[config.mk]
export PLATFORM = sky130hd
export DESIGN_NAME = dds_hop_scheduler
export DESIGN_NICKNAME = d
export VERILOG_FILES = /design/src/rtl/dds_ctrl_pkg.sv /design/src/rtl/dds_hop_timer.sv /design/src/rtl/dds_hop_scheduler.sv
export SDC_FILE = /design/constraint.sdc
export NUM_CORES = 1
export LEC_CHECK = 0
export BUFFER_PORTS_ARGS = -buffer_cell sky130_fd_sc_hd__buf_2
export CAP_MARGIN = 20
export CORE_MARGIN = 3
export CORE_UTILIZATION = 30
export CTS_CLUSTER_SIZE = 28
export DETAILED_ROUTE_END_ITERATION = 7
export PLACE_DENSITY_LB_ADDON = 0.25
export SLEW_MARGIN = 20
export SYNTH_ARGS = -nofsm -noshare
export SYNTH_HDL_FRONTEND = slang
export SYNTH_SLANG_ARGS = --single-unit
export TNS_END_PERCENT = 10
[constraint.sdc]
create_clock -name clk -period 7.1 [get_ports clk]
set_clock_uncertainty 0.05 [all_clocks]
set_input_delay 0.355 -clock clk [delete_from_list [all_inputs] [get_ports clk]]
set_output_delay 0.355 -clock clk [all_outputs]
set_load 0.02 [all_outputs]
[src/rtl/dds_ctrl_pkg.sv]
// Purpose : shared types and constants for the chaotic DDS hop sequencer.
// Latency : n/a (package only).
// Backpressure: n/a (package only).
//
// Contents: hop FSM state encoding, default state-word width and the
// x/y/z field positions inside a {x,y,z} state word.
package dds_ctrl_pkg;

  typedef enum logic [2:0] {
    ST_IDLE = 3'd0,
    ST_REQ  = 3'd1,
    ST_WAIT = 3'd2,
    ST_LOAD = 3'd3,
    ST_RUN  = 3'd4
  } hop_state_t;

  localparam int DEF_PHASE_WIDTH = 32;
  localparam int STATE_W         = 3 * DEF_PHASE_WIDTH;

  // Field index within a state word; x occupies the most significant slot.
  localparam int FIELD_X = 2;
  localparam int FIELD_Y = 1;
  localparam int FIELD_Z = 0;

  localparam int X_LSB = FIELD_X * DEF_PHASE_WIDTH;
  localparam int Y_LSB = FIELD_Y * DEF_PHASE_WIDTH;
  localparam int Z_LSB = FIELD_Z * DEF_PHASE_WIDTH;

  // LSB position of a field for an arbitrary phase width.
  function automatic int field_lsb(input int field, input int phase_width);
    return field * phase_width;
  endfunction

endpackage

[src/rtl/dds_hop_timer.sv]
// Purpose : loadable up-counter with terminal-count flag (hop and timeout timers).
// Latency : clear/increment take effect on the next clk edge; tc is combinational from the count.
// Backpressure: none; the count holds at the terminal value instead of wrapping.
//
// Ports: clk, rst (async active-high), load (reset count to 0), inc (count up),
//        last (terminal value), tc (count == last).
module dds_hop_timer #(
  parameter int W = 8
) (
  input  logic         clk,
  input  logic         rst,
  input  logic         load,
  input  logic         inc,
  input  logic [W-1:0] last,
  output logic         tc
);

  logic [W-1:0] cnt;

  always_ff @(posedge clk or posedge rst) begin
    if (rst) begin
      cnt <= '0;
    end else if (load) begin
      cnt <= '0;
    end else if (inc && !tc) begin
      cnt <= cnt + 1'b1;
    end
  end

  assign tc = (cnt == last);

endmodule

[src/rtl/dds_hop_scheduler.sv]
// Purpose : per-hop sequencer between the chaotic state generator and the DDS core.
// Latency : en in IDLE -> dds_load 3 cycles later with an immediate valid; CTRL cycles load-to-load.
// Backpressure: none; a missing generator result times out after TIMEOUT cycles and old states are reused.
//
// Ports: clk, rst (async active-high), en, err_clr, ch0/ch1_mod_req, chaotic_valid,
//        ch0/ch1_state_in -> chaotic_ctrl, dds_load, ch0/ch1_state_out, ch0/ch1_mod,
//        hop_cnt, timeout_err, busy. All outputs are registered.
module dds_hop_scheduler
  import dds_ctrl_pkg::*;
#(
  parameter int PHASE_WIDTH = 32,
  parameter int CTRL        = 1000,
  parameter int TIMEOUT     = 16,
  parameter int HOP_CNT_W   = 16
) (
  input  logic                     clk,
  input  logic                     rst,
  input  logic                     en,
  input  logic                     err_clr,
  input  logic                     ch0_mod_req,
  input  logic                     ch1_mod_req,
  input  logic                     chaotic_valid,
  input  logic [3*PHASE_WIDTH-1:0] ch0_state_in,
  input  logic [3*PHASE_WIDTH-1:0] ch1_state_in,
  output logic                     chaotic_ctrl,
  output logic                     dds_load,
  output logic [3*PHASE_WIDTH-1:0] ch0_state_out,
  output logic [3*PHASE_WIDTH-1:0] ch1_state_out,
  output logic                     ch0_mod,
  output logic                     ch1_mod,
  output logic [HOP_CNT_W-1:0]     hop_cnt,
  output logic                     timeout_err,
  output logic                     busy
);

  localparam int WAIT_W = $clog2(TIMEOUT + 1);
  localparam int RUN_W  = $clog2(CTRL + 1);

  // WAIT ends on count TIMEOUT-1 (TIMEOUT cycles). RUN covers CTRL-3 cycles,
  // i.e. counts 0..CTRL-4, so LOAD+RUN+REQ+WAIT sums to CTRL.
  localparam logic [WAIT_W-1:0] WAIT_LAST = WAIT_W'(TIMEOUT - 1);
  localparam logic [RUN_W-1:0]  RUN_LAST  = RUN_W'(CTRL - 4);

  hop_state_t state, state_nxt;
  logic       wait_tc;
  logic       run_tc;
  logic       timeout_hit;

  dds_hop_timer #(.W(WAIT_W)) u_wait_timer (
    .clk  (clk),
    .rst  (rst),
    .load (state == ST_REQ),
    .inc  (state == ST_WAIT),
    .last (WAIT_LAST),
    .tc   (wait_tc)
  );

  dds_hop_timer #(.W(RUN_W)) u_run_timer (
    .clk  (clk),
    .rst  (rst),
    .load (state == ST_LOAD),
    .inc  (state == ST_RUN),
    .last (RUN_LAST),
    .tc   (run_tc)
  );

  // A valid in the same cycle as the timeout wins, so it suppresses the error.
  assign timeout_hit = (state == ST_WAIT) && wait_tc && !chaotic_valid;

  always_ff @(posedge clk or posedge rst) begin
    if (rst) begin
      state <= ST_IDLE;
    end else begin
      state <= state_nxt;
    end
  end

  always_comb begin
    state_nxt = state;
    case (state)
      ST_IDLE: if (en) state_nxt = ST_REQ;
      ST_REQ:  state_nxt = ST_WAIT;
      ST_WAIT: if (chaotic_valid || wait_tc) state_nxt = ST_LOAD;
      ST_LOAD: state_nxt = ST_RUN;
      ST_RUN:  if (run_tc) state_nxt = en ? ST_REQ : ST_IDLE;
      default: state_nxt = ST_IDLE;
    endcase
  end

  // Strobes and busy are registered from the next state so they line up
  // exactly with the REQ/LOAD cycles without a decode glitch on the outputs.
  always_ff @(posedge clk or posedge rst) begin
    if (rst) begin
      chaotic_ctrl  <= 1'b0;
      dds_load      <= 1'b0;
      busy          <= 1'b0;
      ch0_state_out <= '0;
      ch1_state_out <= '0;
      ch0_mod       <= 1'b0;
      ch1_mod       <= 1'b0;
      hop_cnt       <= '0;
      timeout_err   <= 1'b0;
    end else begin
      chaotic_ctrl <= (state_nxt == ST_REQ);
      dds_load     <= (state_nxt == ST_LOAD);
      busy         <= (state_nxt != ST_IDLE);

      if ((state == ST_WAIT) && chaotic_valid) begin
        ch0_state_out <= ch0_state_in;
        ch1_state_out <= ch1_state_in;
      end

      // Mode changes only take effect at a hop boundary.
      if (state == ST_LOAD) begin
        ch0_mod <= ch0_mod_req;
        ch1_mod <= ch1_mod_req;
        hop_cnt <= hop_cnt + 1'b1;
      end

      if (timeout_hit) begin
        timeout_err <= 1'b1;
      end else if (err_clr) begin
        timeout_err <= 1'b0;
      end
    end
  end

endmodule

-- Yosys cells after proc, flatten, opt, wreduce, memory -nomap -nowiden
Index checks and enable logic that the tools add are counted.
- add/sub/neg operators: 3
- multiply operators: 0
- divide/modulo/power cells: 0
- $lt $le $gt $ge: 0
- equal/unequal tests: 8
- shift operators: 0
- muxes and demuxes: 11
- bitwise logic cells: 0
- reductions and logical operators: 14
- operator list (cell ; number):
    10-bit two-way mux ; 2
    16-bit by 1-bit adder with 16-bit output (second input constant) ; 1
    3-bit case mux with 5 select lines ; 1
    10-bit by 1-bit adder with 10-bit output (second input constant) ; 1
    10-bit == test (second input constant) ; 1
    5-bit two-way mux ; 2
    3-bit by 2-bit == test with 1-bit output (second input constant) ; 3
    3-bit two-way mux ; 3
    3-bit by 1-bit == test with 1-bit output (second input constant) ; 2
    2-bit nonzero test ; 3
    5-bit by 1-bit adder with 5-bit output (second input constant) ; 1
    5-bit by 4-bit == test with 1-bit output (second input constant) ; 1
    1-bit logical AND ; 5
    3-bit == test (second input constant) ; 1
    1-bit logical NOT ; 3
    3-bit logical NOT ; 1
    1-bit two-way mux ; 3
    3-bit nonzero test ; 1
    1-bit logical OR ; 1
- register bits after elaboration: 232
- latch bits: 0
- memory bits (writable): 0
- ROM bits: 0
- bits of input ports: 199
- output and inout bits: 214
- word-level logic and storage cells: 48
- memories kept: 0

-- Longest topological paths before layout
Gate-level depths: netlist of run 1.
- depth in word-level cells: 5
- depth in mapped cells: 7

-- By module
Synthesis of run 1 repeated with hierarchy kept, for this count alone.
- cell total of the unflattened synthesis: 625
- area, all modules: 10333.7 sq um
- modules (own cells, without submodules) (module ; instances ; cells each ; area each (sq um) ; sequential area each (sq um)):
    dds_hop_scheduler ; 1 ; 512 ; 9195.1 ; 5430.2
    dds_hop_timer (u_run_timer) ; 1 ; 72 ; 762.0 ; 250.2
    dds_hop_timer (u_wait_timer) ; 1 ; 41 ; 376.6 ; 125.1

-- Least setup slack after synthesis of run 1
OpenSTA, ideal clock, no wires.
- path type: reg2reg
- from: register u_wait_timer.cnt[0]
- to: register u_wait_timer.cnt[3]
- library setup time: 0.129 ns
- data arrival time: 1.527 ns
- required time: 6.921 ns
- setup slack: 5.394 ns
- cell stages (with the launch flop): 8
- path buffers: 0
- period minus slack after synthesis: 1.706 ns
- path through: dfrtp_1 -> ha_1 -> and3_1 -> ha_1 -> and4b_1 -> a21oi_1 -> o21ai_0 -> o21ai_0
- cells in the longest elaborated chain, start to end: 4
- elaborated cells between the ends (all ways): 7
- classes of those cells: 1 x add/sub; 1 x eq/ne; 2 x mux; 3 x reduce/logical
- ends and longest elaborated chain (element ; RTL line ; RTL):
    start, declared ; dds_hop_timer.sv:18 ; logic [W-1:0] cnt;
    start signal, assigned ; dds_hop_timer.sv:26 ; cnt <= cnt + 1'b1;
    branches (longest 4 deep; another with 5-bit by 1-bit adder with 5-bit output) ; - ;
Parallel ways; which one is timed is not known. The select of a mux whose other input is x is not followed.
A chain may end at the register's enable or synchronous reset.

-- Worst setup path after layout of run 1
- from: register state[0]
- to: register ch0_state_out[84]
- cells in the longest elaborated chain, start to end: 2
- ends and longest elaborated chain (element ; RTL line ; RTL):
    start, declared ; dds_hop_scheduler.sv:44 ; hop_state_t state, state_nxt;
    start signal, assigned ; dds_hop_scheduler.sv:74 ; state <= state_nxt;
    3-bit by 2-bit == test with 1-bit output ; dds_hop_scheduler.sv:108 ; if ((state == ST_WAIT) && chaotic_valid) begin
    1-bit logical AND ; dds_hop_scheduler.sv:108 ;
    end signal, assigned ; dds_hop_scheduler.sv:109 ; ch0_state_out <= ch0_state_in;
    end, declared ; dds_hop_scheduler.sv:27 ; output logic [3*PHASE_WIDTH-1:0] ch0_state_out,
No other way between the ends.

==> reports/summary.log, run 1 <==
INFO  timing         fmaxAchievable=381.3MHz
INFO  routing        number_of_iterations_in_the_first_detailed_routing_pass=4
INFO  logic_synthesis yosysUniqueCellTypes=42
INFO  routing        routed.top_layer=met5
INFO  routing        num_vias=7080
INFO  global_routing wire_length_of_the_first_global_routing_pass=44.24mm
INFO  logic_synthesis netlist_instances=588
INFO  setup_path     r2r_setup_slack=4480ps
INFO  cts            path_clk_slew=60ps
INFO  logic_synthesis async_flop_share=100.0%
INFO  global_routing grt_antenna_before_repair=2
INFO  logic_synthesis post_synthesis_register_bit_count=232
INFO  finish         footprint_of_the_multi_input_gates=3696squm
INFO  setup_path     crit-reg2reg-launch=state[0]
INFO  place          last_weighted_congestion_value_of_the_routability_driven_placer=0.7682
INFO  timing         setup_viol_count_final=0
INFO  min_path       worst_hold_path.num_cells=2
INFO  routing        wire_per_inst=16.76um
INFO  timing         period_share=36.94%
INFO  setup_path     cp.arrival=2980ps
INFO  logic_synthesis postSynth.topFlopCell=sky130_fd_sc_hd__dfrtp_1
INFO  floorplan      vertical_extent_of_the_die=187.8um
INFO  routing        residual_drc=0
INFO  setup_path     worstSetupEndpointType=register
INFO  min_path       min_path_type=primary input to register
INFO  routing        antenna_violating_nets_post_route=0
INFO  global_routing gr-usage-all-layers=15.22%
INFO  cts            clock-sinks=232
INFO  floorplan      pin_count=413
INFO  timing         finalWorstPathRequiredPeriod=2623ps
INFO  routing        met1_length=11.25mm
INFO  cts            clock_tree.buffer_depth=3
INFO  timing         worst_slew_margin_rel=46.25%
INFO  place          portBuffers=412
INFO  cts            clock-root-buffer=sky130_fd_sc_hd__clkbuf_16
INFO  finish         area.growth.synth_to_final=51.05%
INFO  logic_synthesis synth_largest_area_cell=sky130_fd_sc_hd__dfrtp_1
INFO  logic_synthesis postSynthNetCount=792
INFO  finish         nNetsFinal=1398
INFO  power          power.density_cell_area=450.5nW/um^2
INFO  min_path       hold_critical_path_endpoint=ch0_state_out[34]
INFO  logic_synthesis synth_edf_count=0
INFO  timing         worstMarginPinSlew=806.2ps
INFO  routing        route.met2.wl=13.29mm
INFO  logic_synthesis netlist_area=9918squm
INFO  setup_path     timing_worst_setup_path_type=register to register
INFO  global_routing first_global_vias=7786
INFO  power          leakage=7.424nW
INFO  cts            depth_of_the_cts_h_tree=1
INFO  timing         rsz0062_at_grt=false
INFO  global_routing largest_net_degree_at_the_start_of_global_routing=128
INFO  routing        drt-initial-drc-count=213
INFO  timing         slew_viol_final=0
INFO  floorplan      core-area=32040squm
INFO  floorplan      rows=65
INFO  finish         layout.core_utilization=46.76%
INFO  place          hpwl=17.75mm
INFO  logic_synthesis synthDominantCellAreaShare=58.53%
INFO  power          peakVddDrop=0.2250mV
INFO  setup_path     timing.reg2reg.worst_path_depth=4
INFO  cts            cts_tree=yes
INFO  outcome        run_status=complete, no violations
INFO  routing        met3RoutedLength=2.265mm
INFO  finish         post_route_cells_drive_above_1_share=53.34%
INFO  routing        totalWireLength=27.64mm
INFO  floorplan      die_outline_area=35280squm
INFO  min_path       hold_path_startpoint=ch0_state_in[34]
INFO  setup_path     timing.critical_path.fanout_max=42
INFO  logic_synthesis syn_avg_cell_area=16.87squm
INFO  setup_path     cp-start-kind=register
INFO  logic_synthesis yosysWarningCount=0
INFO  routing        vias_per_cell=4.294
INFO  timing         finalHoldViolCount=0
INFO  floorplan      chipWidth=187.8um
INFO  logic_synthesis synth-seq-area-share=58.53%
INFO  flow_run       drv_cap=0
INFO  setup_path     timing.rr.end=ch0_state_out[84]
INFO  logic_synthesis netlist_top_cells_area=sky130_fd_sc_hd__dfrtp_1 59%, sky130_fd_sc_hd__mux2_4 27%, sky130_fd_sc_hd__buf_12 2.0%, sky130_fd_sc_hd__buf_8 1.5%, sky130_fd_sc_hd__xnor2_1 1.4%
INFO  global_routing global_route.overflow_total=0
INFO  timing         finalSetupTns=0ps
INFO  cts            insertion_delay=520ps
INFO  finish         fill_cells=2841
INFO  floorplan      initial_util=30.95%
INFO  setup_path     required_worst_endpoint=7460ps
INFO  finish         regArea=5806squm
INFO  cts            cts_inserted_buffers=27
metal layers:
metal | track usage, % | vias up
met3 | 4.749 | 50
li1 | - | 3277
met2 | 25.72 | 314
met1 | 18.77 | 3435
met5 | 0 | -
met4 | 4.387 | 4
worst max-delay path, cell delays in order, from the launching register on:
cell and delay, ps:
sky130_fd_sc_hd__dfrtp_1 610, sky130_fd_sc_hd__nor2_4 220, sky130_fd_sc_hd__and3_4 510, sky130_fd_sc_hd__buf_4 710, sky130_fd_sc_hd__mux2_4 360
state kept, by name (all words and copies together), names as in the netlist:
register,count
busy,1
ch0_mod,1
u_run_timer.cnt,10
ch0_state_out,96
state,3
hop_cnt,16
ch1_state_out,96
chaotic_ctrl,1
u_wait_timer.cnt,5
dds_load,1
ch1_mod,1
timeout_err,1
cells in the final DEF (no fill, tap or decap), types with 6 or more instances in the layout:
cell type and n:
sky130_fd_sc_hd__clkbuf_16 27, sky130_fd_sc_hd__mux2_1 12, sky130_fd_sc_hd__clkbuf_8 6, sky130_fd_sc_hd__nand4_1 10
sky130_fd_sc_hd__and3_1 7, sky130_fd_sc_hd__xnor2_1 16, sky130_fd_sc_hd__dfrtp_1 232, sky130_fd_sc_hd__buf_2 412
sky130_fd_sc_hd__dlygate4sd3_1 189, sky130_fd_sc_hd__nor2_1 9, sky130_fd_sc_hd__clkinv_2 8, sky130_fd_sc_hd__mux2_4 180
sky130_fd_sc_hd__nand2_1 23
how the worst max path moves through the flow:
stage          startpoint  cells past startpoint  slack (ps)           endpoint
2_1_floorplan         rst                      1         330               busy
3_3_place_gp     state[0]                      4        4530  ch0_state_out[34]
3_5_place_dp     state[0]                      4        4490  ch0_state_out[78]
4_1_cts          state[0]                      4        4480  ch0_state_out[78]
5_1_grt          state[0]                      4        4350  ch0_state_out[84]
6_report         state[0]                      4        4480  ch0_state_out[84]
what timing repair did:
item / in CTS / in global routing
endpoints found under the setup margin: 0 / 0
resized for setup: 0 / 0
buffers inserted: 0 / 0
endpoints found under the hold margin: 293 / 0
hold buffers: 189 / 0
power breakdown:
group | total [mW] | internal [mW] | switching (mW)
Combinational | 3.04 | 1.50 | 1.54
Clock | 1.38 | 0.830 | 0.553
Sequential | 2.33 | 1.94 | 0.392
area by class of cell:
class                   instances  area share (%)
inverters                       6          0.2004
well taps                     435           3.633
flip-flops and latches        232           38.75
diodes                          1         0.01670
multi-input cells             322           24.67
clock buffers                  34           5.086
repair buffers                605           26.76
clock inverters                14          0.8852
Yosys cell counts (2+ instances only):
cell,instances
sky130_fd_sc_hd__nand3_1,4
sky130_fd_sc_hd__clkbuf_1,4
sky130_fd_sc_hd__nor2b_1,3
sky130_fd_sc_hd__nor3_1,5
sky130_fd_sc_hd__a22oi_1,3
sky130_fd_sc_hd__mux2_1,12
sky130_fd_sc_hd__buf_12,10
sky130_fd_sc_hd__mux2i_1,3
sky130_fd_sc_hd__mux2_4,180
sky130_fd_sc_hd__or2_1,2
sky130_fd_sc_hd__xnor2_1,16
sky130_fd_sc_hd__a21oi_1,4
sky130_fd_sc_hd__o21ai_0,5
sky130_fd_sc_hd__buf_2,2
sky130_fd_sc_hd__nand2_1,23
sky130_fd_sc_hd__ha_1,5
sky130_fd_sc_hd__o21ai_1,5
sky130_fd_sc_hd__inv_1,6
sky130_fd_sc_hd__and4_1,3
sky130_fd_sc_hd__dfrtp_1,232
sky130_fd_sc_hd__and3_1,7
sky130_fd_sc_hd__xor2_1,5
sky130_fd_sc_hd__nand4b_1,2
sky130_fd_sc_hd__or3_1,2
sky130_fd_sc_hd__nor2_1,9
sky130_fd_sc_hd__nand4_1,10
sky130_fd_sc_hd__buf_8,10
sky130_fd_sc_hd__a22o_1,2
cell families (layout without fill, tap and decap cells):
group,Yosys count,after routing,synth area share (%)
buffers and inverters,34,659,4.201
XOR/XNOR,21,21,1.854
other,0,1,0
AND/OR/NAND/NOR,78,78,4.415
adder cells (fa/ha/maj),5,5,0.6308
AO/OA/AOI/OAI,23,23,1.451
flip-flops,232,232,58.53
multiplexers,195,195,28.91
stage by stage:
stage | cells | hold WS, ps | setup slack [ps] | cell area [sq um] | power, mW
2_1_floorplan | 588 | 410.4 | 333.7 | 9918 | 4.449
3_3_place_gp | 1411 | 409.6 | 4535 | 12190 | 5.253
3_5_place_dp | 1411 | 409.6 | 4494 | 12190 | 5.285
4_1_cts | 1648 | 0.6823 | 4482 | 14980 | 6.808
5_1_grt | 1648 | 9.785 | 4355 | 14980 | 7.104
6_report | 1649 | 31.99 | 4477 | 14980 | 6.750
No activity file was read; power rests on OpenSTA's default activity.
==> inputs of run 2 (changes only) <==
- ABC_AREA: unset -> 1
- clock period: 7.1 -> 2.2 ns (I/O delays scaled with it)
==> run 2 against run 1 <==
Cell count increased by 28%. Power increased to 2.9 times the previous value. Area after synthesis decreased by 2.8%. Sequential cell count unchanged. Combinational power increased to 2.7 times the previous value. Global-route usage increased by 2.7 points. Register-to-register slack got worse by 4200 ps. Critical endpoint is now ch1_state_out[22]. Synthesized cell count increased by 86%. Highest routed layer is now met4. Wire length increased by 17%. Cell area increased by 0.54%. Sequential share of layout area decreased by 0.21 points.
==> reports/summary.log, run 2 <==
INFO  outcome        run_status=complete, no violations [unchanged]
INFO  place          last_weighted_congestion_value_of_the_routability_driven_placer=0.7810 [was 0.7682]
INFO  place          dpl.cell_count=1864 [was 1411]
INFO  min_path       min_path_type=primary input to asynchronous set/reset pin [was primary input to register]
INFO  cts            clock_tree.buffer_depth=3 [unchanged]
INFO  setup_path     cp.arrival=2230ps [was 2980 ps]
INFO  setup_path     timing.rr.end=ch1_state_out[22] [was ch0_state_out[84]]
INFO  setup_path     worstPathCellList=nor3_4 > inv_4 > buf_12 > buf_12 > o21ai_0 > nand2_1 [was nor2_4 > and3_4 > buf_4 > mux2_4]
INFO  logic_synthesis yosysUniqueCellTypes=24 [was 42]
INFO  cts            path_clk_slew=60ps [about the same]
INFO  logic_synthesis async_flop_share=100.0% [unchanged]
INFO  setup_path     cp-start-kind=register [unchanged]
INFO  floorplan      rows=65 [unchanged]
INFO  logic_synthesis post_synthesis_register_bit_count=232 [unchanged]
INFO  logic_synthesis netlist_instances=1094 [was 588]
INFO  cts            clock-root-buffer=sky130_fd_sc_hd__clkbuf_16 [unchanged]
INFO  setup_path     crit-reg2reg-launch=state[2] [was state[0]]
INFO  logic_synthesis synth.top_cells.by_count=456 x sky130_fd_sc_hd__nand2_1, 232 x sky130_fd_sc_hd__dfrtp_1, 174 x sky130_fd_sc_hd__o21ai_0 [was 232 x sky130_fd_sc_hd__dfrtp_1, 180 x sky130_fd_sc_hd__mux2_4, 23 x sky130_fd_sc_hd__nand2_1]
INFO  setup_path     highest_cell_delay_on_the_worst_timing_path=450ps [was 710 ps]
INFO  logic_synthesis netlist_top_cells_area=sky130_fd_sc_hd__dfrtp_1 60%, sky130_fd_sc_hd__nand2_1 18%, sky130_fd_sc_hd__o21ai_0 9.0%, sky130_fd_sc_hd__inv_1 1.7%, sky130_fd_sc_hd__clkbuf_1 1.6% [was sky130_fd_sc_hd__dfrtp_1 59%, sky130_fd_sc_hd__mux2_4 27%, sky130_fd_sc_hd__buf_12 2.0%, sky130_fd_sc_hd__buf_8 1.5%, sky130_fd_sc_hd__xnor2_1 1.4%]
INFO  cts            cts_inserted_buffers=28 [was 27]
INFO  cts            depth_of_the_cts_h_tree=1 [unchanged]
INFO  routing        totalWireLength=32.38mm [was 27.64 mm]
INFO  global_routing largest_net_degree_at_the_start_of_global_routing=88 [was 128]
INFO  logic_synthesis postSynth.topFlopCell=sky130_fd_sc_hd__dfrtp_1 [unchanged]
INFO  finish         fill_cells=3010 [was 2841]
INFO  floorplan      pin_count=413 [unchanged]
INFO  power          power.density_cell_area=1301nW/um^2 [was 450.5 nW/um^2]
INFO  setup_path     crit_top_cell=sky130_fd_sc_hd__buf_12
INFO  floorplan      initial_util=30.47% [was 30.95%]
INFO  timing         fmaxAchievable=532.7MHz [was 381.3 MHz]
INFO  setup_path     cp.buffers_inverters=3 [was 1]
INFO  routing        antenna_violating_nets_post_route=0 [unchanged]
INFO  setup_path     timing.critical_path.depth=6 [was 4]
INFO  logic_synthesis synth-seq-area-share=60.23% [was 58.53%]
INFO  floorplan      vertical_extent_of_the_die=185.3um [was 187.8 um]
INFO  timing         finalWorstPathRequiredPeriod=1877ps [was 2623 ps]
INFO  cts            clock-sinks=232 [unchanged]
INFO  power          leakage=8.029nW [was 7.424 nW]
INFO  setup_path     path_delay_family=buffers and inverters [was simple AND/OR/NAND/NOR gates]
INFO  setup_path     worstSetupEndpointType=register [unchanged]
INFO  setup_path     critical_path.slowest_cell=sky130_fd_sc_hd__dfrtp_1 [was sky130_fd_sc_hd__buf_4]
INFO  cts            cts_tree=yes [unchanged]
INFO  timing         rsz0062_at_grt=false [unchanged]
INFO  timing         finalHoldViolCount=0 [unchanged]
INFO  routing        number_of_iterations_in_the_first_detailed_routing_pass=5 [was 4]
INFO  timing         finalSetupTns=0ps [unchanged]
INFO  place          portBuffers=412 [unchanged]
INFO  finish         layout_commonest_cell=sky130_fd_sc_hd__nand2_1 [was sky130_fd_sc_hd__buf_2]
INFO  setup_path     timing.reg2reg.worst_path_depth=6 [was 4]
INFO  routing        drt-initial-drc-count=525 [was 213]
INFO  logic_synthesis yosys.cell_count.top_type=sky130_fd_sc_hd__nand2_1 [was sky130_fd_sc_hd__dfrtp_1]
INFO  global_routing gr-usage-all-layers=17.88% [was 15.22%]
INFO  setup_path     r2r_setup_slack=320ps [was 4480 ps]
INFO  logic_synthesis postSynthNetCount=1298 [was 792]
INFO  routing        num_vias=9574 [was 7080]
INFO  global_routing wire_length_of_the_first_global_routing_pass=50.16mm [was 44.24 mm]
INFO  setup_path     critical_path.endpoint=ch1_state_out[22] [was ch0_state_out[84]]
INFO  finish         regArea=5806squm [unchanged]
INFO  setup_path     required_worst_endpoint=2560ps [was 7460 ps]
INFO  cts            insertion_delay=530ps [was 520 ps]
INFO  setup_path     setup.worst_path.start=state[2] [was state[0]]
INFO  logic_synthesis yosysWarningCount=0 [unchanged]
INFO  global_routing grt_antenna_before_repair=0 [was 2]
INFO  global_routing global_route.overflow_total=0 [unchanged]
INFO  power          peakVddDrop=0.7808mV [was 0.2250 mV]
INFO  timing         worstMarginPinSlew=573.4ps [was 806.2 ps]
INFO  routing        residual_drc=0 [unchanged]
INFO  logic_synthesis netlist_area=9639squm [was 9918 sq um]
INFO  timing         worst_slew_margin_rel=61.69% [was 46.25%]
INFO  finish         post_route_cells_drive_above_1_share=28.52% [was 53.34%]
INFO  timing         slew_viol_final=0 [unchanged]
INFO  logic_synthesis syn_avg_cell_area=8.811squm [was 16.87 sq um]
INFO  logic_synthesis synth_edf_count=0 [unchanged]
INFO  logic_synthesis synth_largest_area_cell=sky130_fd_sc_hd__dfrtp_1 [unchanged]
INFO  timing         setup_viol_count_final=0 [unchanged]
INFO  finish         area.growth.synth_to_final=56.27% [was 51.05%]
INFO  floorplan      chipWidth=185.3um [was 187.8 um]
INFO  setup_path     timing.critical_path.fanout_max=59 [was 42]
INFO  floorplan      core-area=31640squm [was 32040 sq um]
INFO  finish         footprint_of_the_multi_input_gates=3293squm [was 3696 sq um]
INFO  finish         final-instance-count-excl-fill=2114 [was 1649]
INFO  routing        vias_per_cell=4.529 [was 4.294]
INFO  routing        wire_per_inst=15.32um [was 16.76 um]
INFO  floorplan      die_outline_area=34320squm [was 35280 sq um]
INFO  global_routing first_global_vias=9721 [was 7786]
INFO  flow_run       drv_cap=0 [unchanged]
INFO  finish         commonest_cells_after_routing_fill_and_taps_aside=456 x sky130_fd_sc_hd__nand2_1, 412 x sky130_fd_sc_hd__buf_2, 232 x sky130_fd_sc_hd__dfrtp_1, 198 x sky130_fd_sc_hd__dlygate4sd3_1, 173 x sky130_fd_sc_hd__o21ai_0 [was 412 x sky130_fd_sc_hd__buf_2, 232 x sky130_fd_sc_hd__dfrtp_1, 189 x sky130_fd_sc_hd__dlygate4sd3_1, 180 x sky130_fd_sc_hd__mux2_4, 27 x sky130_fd_sc_hd__clkbuf_16]
INFO  finish         nNetsFinal=1894 [was 1398]
INFO  power          total_power=19.60mW [was 6.750 mW]
INFO  finish         top_regs=ch0_state_out (96), ch1_state_out (96), hop_cnt (16) [unchanged]
INFO  logic_synthesis synthDominantCellAreaShare=60.23% [was 58.53%]
INFO  cts            post-cts-setup-buffers=0 [unchanged]
INFO  timing         period_share=85.33% [was 36.94%]
INFO  setup_path     timing_worst_setup_path_type=register to register [unchanged]
INFO  place          hpwl=21.23mm [was 17.75 mm]
[run 2: power by group]
part           internal, mW  switching [mW]  total (mW)
Sequential             6.05           0.888        6.93
Clock                  2.71            1.81        4.52
Combinational          2.65            5.50        8.15
[run 2: cell families after synthesis]
group / count (synthesis) / share of synthesized area (%)
AOI/OAI and AO/OA: 203 / 10.58
xor gates and xnor gates: 14 / 1.272
adders and majority gates: 5 / 0.6490
buffers and inverters: 113 / 5.646
DFF: 232 / 60.23
and+or+nand+nor: 527 / 21.63
[run 2: final cells by class]
type / instances / share of cell area (%)
antenna: 1 / 0.01661
clock buffer: 43 / 5.765
clock inverter: 8 / 0.3323
inverter: 48 / 1.254
multi-input combinational: 749 / 21.86
sequential: 232 / 38.54
tap: 402 / 3.339
timing repair buffer: 631 / 28.89
[run 2: per-stage QoR]
step	setup slack, ps	hold WS [ps]	instance area [sq um]	util [%]
final	322.8	168.1	15060	47.61
after global routing	159.8	171.8	15060	47.61
after CTS	9.345	153.0	15070	47.63
after detailed placement	387.9	155.6	12160	38.43
after global placement	439.7	157.6	12160	38.43
after floorplan	-995.9	167.3	9643	-
[run 2: per-layer routing]
metal	vias to the layer above	track usage (%)	wire, um	share of wire [%]
met5	-	0	0	0
met4	0	6.122	981	3.0
met3	66	4.556	2428	7.5
met2	362	30.55	15660	48
met1	4472	22.06	13310	41
li1	4674	-	-	-
[run 2: worst min path at each step]
stage,startpoint,endpoint,slack (ps),depth (start not counted)
global route,rst,ch0_state_out[80],170,3
CTS,rst,ch0_state_out[63],150,3
global placement,rst,ch0_state_out[63],160,2
detailed placement,rst,ch0_state_out[63],160,2
finish,rst,ch0_state_out[63],170,3
floorplan,err_clr,timeout_err,170,1
[run 2: worst register-to-register path: cells and delay by family, from the launching register on]
family	cells	cell delay (ps)
buf+inv	3	650
flops	1	450
simple gates	2	410
compound gates	1	180
[run 2: timing repair]
action	4_1_cts	5_1_grt
resized for setup	0	2
hold endpoints to repair	217	0
hold buffers	199	0
setup endpoints to repair	0	2
==> inputs of run 3 (changes only) <==
- ABC_AREA: 1 -> unset
==> run 3 against run 2 <==
Sequential power rose by 7.5%. Clock power down 2%. Non-clock buffer count is 6 higher. Via count fell by 24%. Critical path type unchanged. Highest routed layer unchanged.
==> reports/summary.log, run 3 (synthesized netlist as in run 1, its figures left out) <==
INFO  routing        num_vias=7229 [was 9574]
INFO  finish         post_route_cells_drive_above_1_share=53.41% [was 28.52%]
INFO  cts            clock_tree.buffer_depth=3 [unchanged]
INFO  global_routing gr-usage-all-layers=15.84% [was 17.88%]
INFO  timing         period_share=92.85% [was 85.33%]
INFO  power          clockPowerShare=20.1% [was 23.1%]
INFO  cts            cts_inserted_buffers=27 [was 28]
INFO  routing        totalWireLength=28.34mm [was 32.38 mm]
INFO  routing        number_of_iterations_in_the_first_detailed_routing_pass=4 [was 5]
INFO  timing         worst_slew_margin_rel=63.65% [was 61.69%]
INFO  setup_path     timing.critical_path.fanout_max=6 [was 59]
INFO  finish         area.growth.synth_to_final=54.60% [was 56.27%]
INFO  timing         fmaxAchievable=489.5MHz [was 532.7 MHz]
INFO  finish         commonest_cells_after_routing_fill_and_taps_aside=412 x sky130_fd_sc_hd__buf_2, 232 x sky130_fd_sc_hd__dfrtp_1, 199 x sky130_fd_sc_hd__dlygate4sd3_1, 180 x sky130_fd_sc_hd__mux2_4, 27 x sky130_fd_sc_hd__clkbuf_16 [was 456 x sky130_fd_sc_hd__nand2_1, 412 x sky130_fd_sc_hd__buf_2, 232 x sky130_fd_sc_hd__dfrtp_1, 198 x sky130_fd_sc_hd__dlygate4sd3_1, 173 x sky130_fd_sc_hd__o21ai_0]
INFO  routing        wire_per_inst=16.87um [was 15.32 um]
INFO  power          total_power=22.00mW [was 19.60 mW]
INFO  global_routing largest_net_degree_at_the_start_of_global_routing=69 [was 88]
INFO  place          hpwl=19.07mm [was 21.23 mm]
INFO  floorplan      die_outline_area=35280squm [was 34320 sq um]
INFO  global_routing grt_antenna_before_repair=0 [unchanged]
INFO  finish         layout.core_utilization=47.85% [was 47.61%]
INFO  floorplan      rows=65 [unchanged]
INFO  setup_path     required_worst_endpoint=2550ps [was 2560 ps]
INFO  cts            insertion_delay=520ps [was 530 ps]
INFO  power          p_comb_share=46.1% [was 41.6%]
INFO  power          leakage=7.600nW [was 8.029 nW]
INFO  outcome        run_status=complete, no violations [unchanged]
INFO  routing        residual_drc=0 [unchanged]
INFO  routing        antenna_violating_nets_post_route=0 [unchanged]
INFO  setup_path     timing.reg2reg.worst_path_depth=6 [unchanged]
INFO  finish         layout_commonest_cell=sky130_fd_sc_hd__buf_2 [was sky130_fd_sc_hd__nand2_1]
INFO  place          last_weighted_congestion_value_of_the_routability_driven_placer=0.7411 [was 0.7810]
INFO  cts            post-cts-setup-buffers=0 [unchanged]
INFO  finish         top_regs=ch0_state_out (96), ch1_state_out (96), hop_cnt (16) [unchanged]
INFO  cts            cts_tree=yes [unchanged]
INFO  setup_path     worstSetupEndpointType=register [unchanged]
INFO  flow_run       drv_cap=0 [unchanged]
INFO  timing         finalSetupTns=0ps [unchanged]
INFO  finish         antennaDiodeCount=0 [was 1]
INFO  routing        drt-initial-drc-count=227 [was 525]
INFO  timing         finalWorstPathRequiredPeriod=2043ps [was 1877 ps]
INFO  timing         setup_viol_count_final=0 [unchanged]
INFO  cts            clock-root-buffer=sky130_fd_sc_hd__clkbuf_16 [unchanged]
INFO  floorplan      vertical_extent_of_the_die=187.8um [was 185.3 um]
INFO  cts            depth_of_the_cts_h_tree=1 [unchanged]
INFO  finish         layout.cell_area.non_filler=15330squm [was 15060 sq um]
INFO  setup_path     cp.arrival=2390ps [was 2230 ps]
INFO  floorplan      chipWidth=187.8um [was 185.3 um]
INFO  timing         finalHoldViolCount=0 [unchanged]
INFO  global_routing wire_length_of_the_first_global_routing_pass=46.07mm [was 50.16 mm]
INFO  global_routing global_route.overflow_total=0 [unchanged]
INFO  timing         rsz0062_at_grt=false [unchanged]
INFO  setup_path     cp-start-kind=register [unchanged]
INFO  setup_path     timing.rr.end=timeout_err [was ch1_state_out[22]]
INFO  setup_path     crit-reg2reg-launch=u_wait_timer.cnt[0] [was state[2]]
INFO  setup_path     timing_worst_setup_path_type=register to register [unchanged]
INFO  power          power.density_cell_area=1435nW/um^2 [was 1301 nW/um^2]
INFO  min_path       min_path_type=primary input to asynchronous set/reset pin [unchanged]
INFO  setup_path     r2r_setup_slack=160ps [was 320 ps]
INFO  power          part_of_the_total_power_dissipated_in_sequential_elements=33.9% [was 35.4%]
INFO  cts            path_clk_slew=60ps [about the same]
INFO  timing         worstMarginPinSlew=544.2ps [was 573.4 ps]
INFO  timing         slew_viol_final=0 [unchanged]
INFO  routing        vias_per_cell=4.303 [was 4.529]
INFO  power          power.switching=8.034mW [was 8.201 mW]
INFO  cts            clock-sinks=232 [unchanged]
INFO  global_routing first_global_vias=8186 [was 9721]
INFO  finish         nNetsFinal=1430 [was 1894]
INFO  place          portBuffers=412 [unchanged]
INFO  power          cell_internal_pwr=13.97mW [was 11.40 mW]
INFO  power          switching_share=36.51% [was 41.84%]
INFO  floorplan      core-area=32040squm [was 31640 sq um]
INFO  power          peakVddDrop=0.7072mV [was 0.7808 mV]
INFO  place          placed_cell_area=12450squm [was 12160 sq um]
INFO  floorplan      pin_count=413 [unchanged]
INFO  floorplan      initial_util=30.95% [was 30.47%]
run 3: cell types whose count changed in the layout (fill, tap and decap cells not counted), sizes merged, moves of 4 or more:
cell | previous run | this run
nand4 | 14 | 10
mux2 | 0 | 192
nor2 | 24 | 10
buf | 433 | 438
xnor2 | 4 | 16
inv | 47 | 5
and3 | 0 | 8
o21ai | 201 | 10
a21oi | 0 | 4
nand2 | 456 | 23
xor2 | 10 | 5
nand3 | 25 | 4
run 3: layer usage:
| metal | vias up | share of wire (%) | GRT usage, % |
|---|---|---|---|
| met4 | 0 | 2.5 | 4.214 |
| met5 | - | 0 | 0 |
| met1 | 3554 | 43 | 20.56 |
| li1 | 3335 | - | - |
| met3 | 42 | 6.4 | 3.552 |
| met2 | 298 | 48 | 26.79 |
run 3: timing repair:
| action | in CTS | in global routing |
|---|---|---|
| endpoints found under the hold margin | 243 | 0 |
| resized for setup | 0 | 0 |
| hold buffers | 199 | 0 |
run 3: worst max-delay path by stage:
stage,from,to,slack (ps)
final,u_wait_timer.cnt[0],timeout_err,160
after floorplan,rst,busy,-1000
after global routing,u_wait_timer.cnt[0],timeout_err,100
after CTS,u_wait_timer.cnt[0],timeout_err,180
after global placement,u_wait_timer.cnt[0],u_wait_timer.cnt[3],360
after detailed placement,u_wait_timer.cnt[0],u_wait_timer.cnt[3],350
run 3: power groups by stage:
| stage | sequential (mW) | clock (mW) | combinational, mW |
|---|---|---|---|
| after floorplan | 9.68 | 0 | 4.68 |
| final | 7.45 | 4.41 | 10.1 |
| after detailed placement | 7.42 | 0 | 9.89 |
| after global routing | 7.72 | 4.74 | 10.7 |
| after CTS | 7.42 | 4.57 | 10.2 |
| after global placement | 7.44 | 0 | 9.78 |
run 3: layout make-up:
type	instances	area (sq um)
flip-flops and latches	232	5806
inverters	6	26.28
multi-input cells	322	3696
well taps	435	544.3
clock buffers	42	832.0
clock inverters	6	55.05
fillers	2841	16710
repair buffers	637	4374
run 3: per-stage QoR:
step / setup slack, ps / hold WS [ps] / instances
6_report: 157.2 / 154.2 / 1680
5_1_grt: 95.94 / 167.7 / 1680
4_1_cts: 181.7 / 145.1 / 1680
3_5_place_dp: 350.2 / 151.4 / 1433
3_3_place_gp: 357.1 / 148.2 / 1433
2_1_floorplan: -995.9 / 165.4 / 588
run 3: critical path, stage by stage (launching register included):
cell and delay [ps]:
sky130_fd_sc_hd__dfrtp_1 420, sky130_fd_sc_hd__ha_1 230, sky130_fd_sc_hd__and3_1 180, sky130_fd_sc_hd__ha_1 240
sky130_fd_sc_hd__nand4b_1 150, sky130_fd_sc_hd__o21ai_0 90, sky130_fd_sc_hd__dlygate4sd3_1 560
